### src/rtl/maj_bist_pkg.sv
// Shared types and sizing helpers for the majority-netlist BIST sweeper and its reference model.
package maj_bist_pkg;

  typedef enum logic {
    IDLE = 1'b0,
    RUN  = 1'b1
  } state_t;

  // Strict majority: more than half of the inputs must be high.
  function automatic int maj_threshold(input int n);
    return n / 2 + 1;
  endfunction

  // Bits needed to hold a popcount in the range 0..n.
  function automatic int clog2_cnt(input int n);
    int w;
    w = 0;
    while ((1 << w) < (n + 1)) w++;
    return w;
  endfunction

endpackage

### src/rtl/maj_ref_popcount.sv
// Combinational majority reference: high when the popcount of x reaches the strict-majority threshold.
module maj_ref_popcount
  import maj_bist_pkg::*;
#(
  parameter int N = 43
) (
  input  logic [N-1:0] x,
  output logic         y_ref
);

  localparam int            PW     = clog2_cnt(N);
  localparam logic [PW-1:0] THRESH = PW'(maj_threshold(N));

  logic [PW-1:0] count;

  always_comb begin
    count = '0;
    for (int i = 0; i < N; i++) begin
      count = count + PW'(x[i]);
    end
  end

  assign y_ref = (count >= THRESH);

endmodule

### src/rtl/maj_bist_sweeper.sv
// Sweeps a contiguous range of vectors into a majority netlist, compares each settled y_in
// against the popcount reference, and reports a saturating mismatch count plus the first failing vector.
module maj_bist_sweeper
  import maj_bist_pkg::*;
#(
  parameter int N      = 43,
  parameter int SETTLE = 2,
  parameter int CNT_W  = 48
) (
  input  logic             clk,
  input  logic             rst_n,
  input  logic             start,
  input  logic             abort,
  input  logic [N-1:0]     start_vec,
  input  logic [CNT_W-1:0] num_vec,
  output logic [N-1:0]     x_out,
  input  logic             y_in,
  output logic             busy,
  output logic             done,
  output logic             pass,
  output logic [CNT_W-1:0] mism_cnt,
  output logic             first_fail_valid,
  output logic [N-1:0]     first_fail_vec
);

  localparam int            SW            = (SETTLE > 1) ? $clog2(SETTLE) : 1;
  localparam logic [SW-1:0] SETTLE_RELOAD = SW'(SETTLE - 1);

  state_t           state, state_next;
  logic [SW-1:0]    settle_cnt;
  logic [CNT_W-1:0] remaining;
  logic             y_ref;
  logic             sample_edge;
  logic             mismatch;
  logic             last_vec;
  logic [CNT_W-1:0] mism_inc;

  maj_ref_popcount #(.N(N)) u_ref (
    .x     (x_out),
    .y_ref (y_ref)
  );

  always_ff @(posedge clk or negedge rst_n) begin
    if (!rst_n) state <= IDLE;
    else        state <= state_next;
  end

  always_comb begin
    state_next = state;
    case (state)
      IDLE: if (start && (num_vec != '0)) state_next = RUN;
      RUN:  if (abort || (settle_cnt == '0 && last_vec)) state_next = IDLE;
      default: state_next = IDLE;
    endcase
  end

  // Abort outranks sampling, so an aborted in-flight vector is never scored.
  always_comb begin
    busy        = (state == RUN);
    sample_edge = (state == RUN) && !abort && (settle_cnt == '0);
    mismatch    = (y_in != y_ref);
    last_vec    = (remaining <= CNT_W'(1));
    mism_inc    = (mism_cnt == '1) ? mism_cnt : mism_cnt + CNT_W'(1);
  end

  always_ff @(posedge clk or negedge rst_n) begin
    if (!rst_n) begin
      x_out            <= '0;
      settle_cnt       <= '0;
      remaining        <= '0;
      done             <= 1'b0;
      pass             <= 1'b0;
      mism_cnt         <= '0;
      first_fail_valid <= 1'b0;
      first_fail_vec   <= '0;
    end else begin
      done <= 1'b0;
      case (state)
        IDLE: begin
          if (start) begin
            mism_cnt         <= '0;
            first_fail_valid <= 1'b0;
            remaining        <= num_vec;
            if (num_vec == '0) begin
              done <= 1'b1;
              pass <= 1'b1;
            end else begin
              pass       <= 1'b0;
              x_out      <= start_vec;
              settle_cnt <= SETTLE_RELOAD;
            end
          end
        end
        RUN: begin
          if (abort) begin
            x_out <= '0;
            done  <= 1'b1;
            pass  <= 1'b0;
          end else if (!sample_edge) begin
            settle_cnt <= settle_cnt - SW'(1);
          end else begin
            if (mismatch) begin
              mism_cnt <= mism_inc;
              if (!first_fail_valid) begin
                first_fail_valid <= 1'b1;
                first_fail_vec   <= x_out;
              end
            end
            remaining <= remaining - CNT_W'(1);
            if (!last_vec) begin
              x_out      <= x_out + N'(1);
              settle_cnt <= SETTLE_RELOAD;
            end else begin
              x_out <= '0;
              done  <= 1'b1;
              pass  <= mismatch ? (mism_inc == '0) : (mism_cnt == '0);
            end
          end
        end
        default: ;
      endcase
    end
  end

endmodule

### config.mk
export PLATFORM = sky130hd
export DESIGN_NAME = maj_bist_sweeper
export DESIGN_NICKNAME = d
export VERILOG_FILES = /design/src/rtl/maj_bist_pkg.sv /design/src/rtl/maj_ref_popcount.sv /design/src/rtl/maj_bist_sweeper.sv
export SDC_FILE = /design/constraint.sdc
export NUM_CORES = 1
export LEC_CHECK = 0
export ABC_CLOCK_PERIOD_IN_PS = 22800
export CORE_MARGIN = 1.5
export CORE_UTILIZATION = 50
export CTS_CLUSTER_DIAMETER = 100
export DETAILED_ROUTE_END_ITERATION = 16
export PLACE_DENSITY = 0.8
export SYNTH_ARGS = -nofsm -noshare
export SYNTH_HDL_FRONTEND = slang
export SYNTH_HIERARCHICAL = 1
export SYNTH_SLANG_ARGS = --single-unit
export TNS_END_PERCENT = 1
### constraint.sdc
create_clock -name clk -period 22.8 [get_ports clk]
set_clock_uncertainty 0.2 [all_clocks]
set_input_delay 3.42 -clock clk [delete_from_list [all_inputs] [get_ports clk]]
set_output_delay 3.42 -clock clk [all_outputs]
set_load 0.05 [all_outputs]
Word-level counts from Yosys, hierarchy flattened
Cells that the tools add are included.
- input bits: 96
- bits in latches: 0
- memories: 0
- memory bits (writable): 0
- output and inout port bits: 138
- word-level logic and storage cells: 129
- register bits: 187
- bits in read-only memories: 0
- multiplexer cells: 42
- divide/modulo/power cells: 0
- bitwise logic cells: 4
- shifts and indexed selects: 0
- reduce and logical (&&, ||, !) cells: 16
- magnitude comparators: 2
- multipliers: 0
- eq/ne operators: 10
- add/subtract/negate cells: 46
- operators with widths (operator ; count):
    48-bit two-way mux ; 8
    6-bit by 1-bit adder with 6-bit output ; 41
    43-bit two-way mux ; 5
    48-bit one-hot mux with 2 select lines ; 2
    48-bit logical NOT ; 3
    43-bit one-hot mux with 2 select lines ; 1
    48-bit by 1-bit adder with 48-bit output, second input constant ; 1
    48-bit == test, second input constant ; 1
    48-bit by 1-bit <= comparator with 1-bit output, second input constant ; 1
    48-bit nonzero test ; 1
    48-bit by 1-bit subtractor with 48-bit output, second input constant ; 1
    43-bit by 1-bit adder with 43-bit output, second input constant ; 1
    1-bit two-way mux ; 21
    1-bit one-hot mux with 2 select lines ; 5
    3-bit AND reduction ; 3
    4-bit AND reduction ; 2
    6-bit by 5-bit greater-or-equal comparator with 1-bit output, second input constant ; 1
    2-bit inequality test, second input constant ; 3
    3-bit by 2-bit inequality test with 1-bit output, second input constant ; 2
    5-bit AND reduction ; 1
    1-bit logical AND ; 4
    2-bit by 1-bit inequality test with 1-bit output, second input constant ; 2
    1-bit NOT ; 4
    3-bit inequality test, second input constant ; 1
    other kinds (5) ; 5

Longest topological paths before layout
- word-level depth: 49
- mapped depth: 25
- depth with buffers taken out: 25

Hierarchy
The synthesis kept the hierarchy.
- by module, submodules not included (module ; cells each ; area each (sq um) ; instances ; seq. area each (sq um)):
    maj_bist_sweeper ; 1420 ; 11742.5 ; 1 ; 4679.5
    maj_ref_popcount ; 122 ; 1157.4 ; 1 ; 0.0

Worst setup path before layout
No wires, ideal clock.
- kind: flip-flop to flip-flop
- start point: reg x_out[3]
- end point: reg first_fail_vec[34]
- data arrival time: 7.227 ns
- slack: 15.248 ns
- cell stages (with the launch flop): 23
- setup time: 0.125 ns
- buffers on the path: 2
- period minus slack after synthesis: 7.552 ns
- data required time: 22.475 ns
- path through: dfrtp_1 inv_1 fa_1 fa_1 fa_1 fa_1 fa_1 fa_1 fa_1 inv_1 fa_1 inv_1 fa_1 xor2_1 o32ai_2 o221ai_2 o2111ai_1 xnor2_1 or3_1 clkbuf_1 nor2_1 clkbuf_1 mux2_2
- word-level cells in the longest chain between the ends: 43
- RTL lines (what ; RTL line ; text):
    start, declared ; maj_bist_sweeper.sv:16 ; output logic [N-1:0] x_out,
    start signal, assigned ; maj_bist_sweeper.sv:89 ; x_out <= start_vec;
    start signal, assigned ; maj_bist_sweeper.sv:111 ; x_out <= x_out + N'(1);
    6-bit by 1-bit adder with 6-bit output (40 in a row) ; maj_ref_popcount.sv:19 ; count = count + PW'(x[i]);
    6-bit by 5-bit greater-or-equal comparator with 1-bit output ; maj_ref_popcount.sv:23 ; assign y_ref = (count >= THRESH);
    named net y_ref ; maj_bist_sweeper.sv:32 ; logic y_ref;
    1-bit inequality test ; maj_bist_sweeper.sv:61 ; mismatch = (y_in != y_ref);
    5-bit AND reduction (no line) ; n/a ;
    end signal, assigned ; maj_bist_sweeper.sv:106 ; first_fail_vec <= x_out;
    end, declared ; maj_bist_sweeper.sv:23 ; output logic [N-1:0] first_fail_vec
The timed path passes the listed nets, and every way through them passes these cells.
A chain may end at the register's enable or synchronous reset.

Worst setup path after layout
- start point: reg x_out[3]
- end point: reg first_fail_vec[22]
Same word-level chain as after synthesis.

==> summary.md <==
| Metric | Value |
|---|---|
| Synth Area in XOR/XNOR | about 1.2% |
| Global-route wire length before repair | between 60 and 70 mm |
| H-Tree Depth | 4 |
| Layout cells sized above 1 | under 10% |
| Yosys top cell area share | 36.3% |
| Gp weighted congestion | ~0.96 |
| Pins Over Slew Limit | 0 |
| RSZ-0062 raised after global routing | false |
| CTS-repair resized insts | 0 |
| Final setup viols | 0 |
| Final ANT Viol Nets | 0 |
| #FFs+latches synth | roughly 190 |
| Site row count | between 50 and 60 |
| Clk buf depth | 2 |
| Crit Path Class | flop to flop |
| Chip width | 164 µm |
| CTS Hold Bufs | 0 |
| Synth Net Count | ~1,700 |
| Maximum clock frequency | 129 MHz |
| Sequential share of the synthesized area | 36.3% |
| Synth area leaders | dfrtp_1 36%, o21ai_0 6.7%, fa_1 5.3% |
| Fill count | approximately 2,200 |
| Ys Warns | 6 |
| CTS sink count | 187 |
| Post-Synthesis Cells | 1,542 |
| Complex-gate fraction of the synthesized area | approximately 22% |
| Clock Tree Root | clkbuf_16 |
| Gr ovfl total | 0 |
| CP endpoint kind | flop |
| Min Tclk post-route | ~7800 ps |
| Largest area contributor in the netlist | dfrtp_1 |
| DP Wirelength | 28.3 mm |
| Max-cap viol count | 0 |
| ANT cells | 0 |
| I/O Buffers | approximately 230 |
| CP Data Required Time | between 20,000 and 25,000 ps |
| Vias in the first global route | around 12,000 |
| Final Power | approximately 3000 µW |
| Largest net degree at the start of global routing | approximately 120 |
| Post-synthesis mux area share | between 4 and 5% |
| Core Box Area | about 0.025 mm² |
| DR WL/cell | between 15 and 20 µm |
| Fin. Hold Viols | 0 |
| Most used DFF post-synth | dfrtp_1 |
| Transition time of the tightest slew-check pin | 1160 ps |
| Post-layout nets | around 1,800 |
| Fin crit share | about 34% |
| GRT Overall Usage | a little over 30% |
| Most common cell after layout, fill and taps aside | clkdlybuf4s50_1 |
| Syn-to-layout area delta | 23.4% |
| Routed WL | between 40 and 50 mm |
| CTS tree | done |
| Worst-Skew Late Latency | roughly 440 ps |
| Clk pin slew, worst setup/hold paths | around 80 ps |
| Mean area per synthesized cell | between 8 and 9 µm² |
| Mapped Area | 0.0129 mm² |
| Hold Crit Class | flop to flop |
| Distinct cells, synth | a little under 80 |
| Post-route setup TNS | 0 ps |
| Boundary Pins | ~230 |
| DIE AREA | approximately 0.027 mm² |
| Initial antenna violation count | 0 |
| Die span in y | between 150 and 200 µm |
| Post-synth EDFFs | 0 |
| R2R Setup Slk | approximately 15,000 ps |
| Largest fanout on the critical path | 44 |
| Pwr/cell area | roughly 190 mW/mm² |
| CP arrival | just under 8000 ps |
| Via count | 13,000 |
| Max-slew headroom | ~23% |
| DR iter-0 viols | between 1,000 and 1,500 |
| Largest family of logic cells by synthesized area | simple AND/OR/NAND/NOR gates |
| Setup WS post-layout | 15,040 ps |
| Post-synth ARST share | 100% |
| Max VDD drop | around 0.46 mV |
| Vias/cell | 6.34 |
| Post-route cell area | about 0.016 mm² |
| DRC Markers | 0 |
| Startpoint Class | flop |
| DR pass1 iterations | 6 |
| Synth Area in Simple Gates | between 20 and 25% |
| Pre-CTS setup slack | 15,090 ps |
| Initial Util | 51.1% |
| Adder-cell share of the synthesized area | under 10% |
| Placed cell area | 0.0153 mm² |
| TritonCTS buffer count | 17 |
| Commonest non-fill, non-tap cells in the layout | 232 x clkdlybuf4s50_1, 186 x dfrtp_1, 170 x o21ai_0, 148 x nand2_1, 125 x a21oi_1 |
| Outcome | finished, final reports clean |
| Leakage Power | 0.00628 µW |
| Setup bufs post-CTS | 0 |
[layout make-up]
type | count | area (µm²) | share of cell area (%)
Tap cell | 330 | 413 | 2.59
Multi-Input combinational cell | 1134 | 7370 | 46.3
Clock buffer | 17 | 425 | 2.67
Clock inverter | 15 | 153 | 0.959
Timing Repair Buffer | 247 | 2440 | 15.3
Inverter | 115 | 432 | 2.71
Sequential cell | 187 | 4680 | 29.4
[per-layer routing]
metal  share of wire (%)  routed length [µm]  track usage [%]
met2                  47               19100             48.4
met1                  43               17400             42.4
met3                 8.0                3280             5.00
met5                   0                   0                0
met4                 2.4                 972             9.75
[flip-flops by register name, summed over array words and instances (netlist names)]
register          flops
x_out                43
first_fail_vec       43
first_fail_valid      1
mism_cnt             48
busy                  1
pass                  1
done                  1
settle_cnt            1
remaining            48
[critical path, stage by stage (launching register included)]
cell and delay, ps:
dfrtp_1 460, inv_1 100, fa_1 530, fa_1 430
inv_1 90, fa_1 460, fa_1 530, fa_1 520
fa_1 550, inv_1 60, fa_1 590, inv_1 70
ha_1 310, a211oi_2 310, o32ai_2 140, o211ai_1 190
o2111ai_1 150, xnor2_1 240, or3_1 340, buf_4 280
nor2_4 120, buf_4 500, mux2_2 410
[power breakdown]
part	switching [µW]	internal (µW)	leakage [µW]
logic	1300	876	0.00362
clock network	151	146	0.000282
registers	104	411	0.00238
[stage by stage]
| step | cells | hold slack [ps] | util, % |
|---|---|---|---|
| floorplan | 1542 | 258 | - |
| global placement | 2013 | 281 | 60.7 |
| detailed placement | 2013 | 282 | 60.7 |
| CTS | 2045 | 303 | 63.0 |
| global route | 2045 | 322 | 63.0 |
| finish | 2045 | 300 | 63.0 |
[logic make-up after synthesis]
| logic type | count (synthesis) |
|---|---|
| simple gates | 551 |
| buf+inv | 221 |
| compound gates | 466 |
| xor+xnor | 18 |
| flops | 187 |
| mux | 50 |
| fa+ha+maj | 49 |
[path summary, 6_finish.rpt]
check,start,endpoint,cells past startpoint
worst min register to register,remaining[43],remaining[43],1
min in group asynchronous,rst_n,remaining[25],1
worst max register to register,x_out[3],first_fail_vec[22],22
worst max-delay path,x_out[3],first_fail_vec[22],22
worst min-delay path,remaining[43],remaining[43],1
max in group asynchronous,rst_n,first_fail_vec[8],2
[synthesized netlist by cell type, types with 5 or more instances]
cell type	number
o21ai_0	173
o32ai_1	12
clkbuf_1	71
nor4_1	53
nor4_2	6
mux2_2	44
or2_2	8
o31a_1	7
nand3_1	38
a22oi_1	11
xnor2_1	15
o22a_1	6
dfrtp_1	187
mux2i_1	6
a21oi_1	127
nor3_1	49
nor2_1	101
or3_1	10
inv_1	114
nor2b_1	6
fa_1	34
a31oi_1	21
a22o_1	20
o21a_1	11
ha_1	15
a21o_1	5
and3_1	24
buf_2	23
o31ai_1	8
o22ai_1	23
a32oi_1	5
nand4_1	49
and4_1	8
nand3b_1	7
nand2_1	148
and2_1	8
a2bb2oi_1	5
No activity file was read; power rests on OpenSTA's default activity.
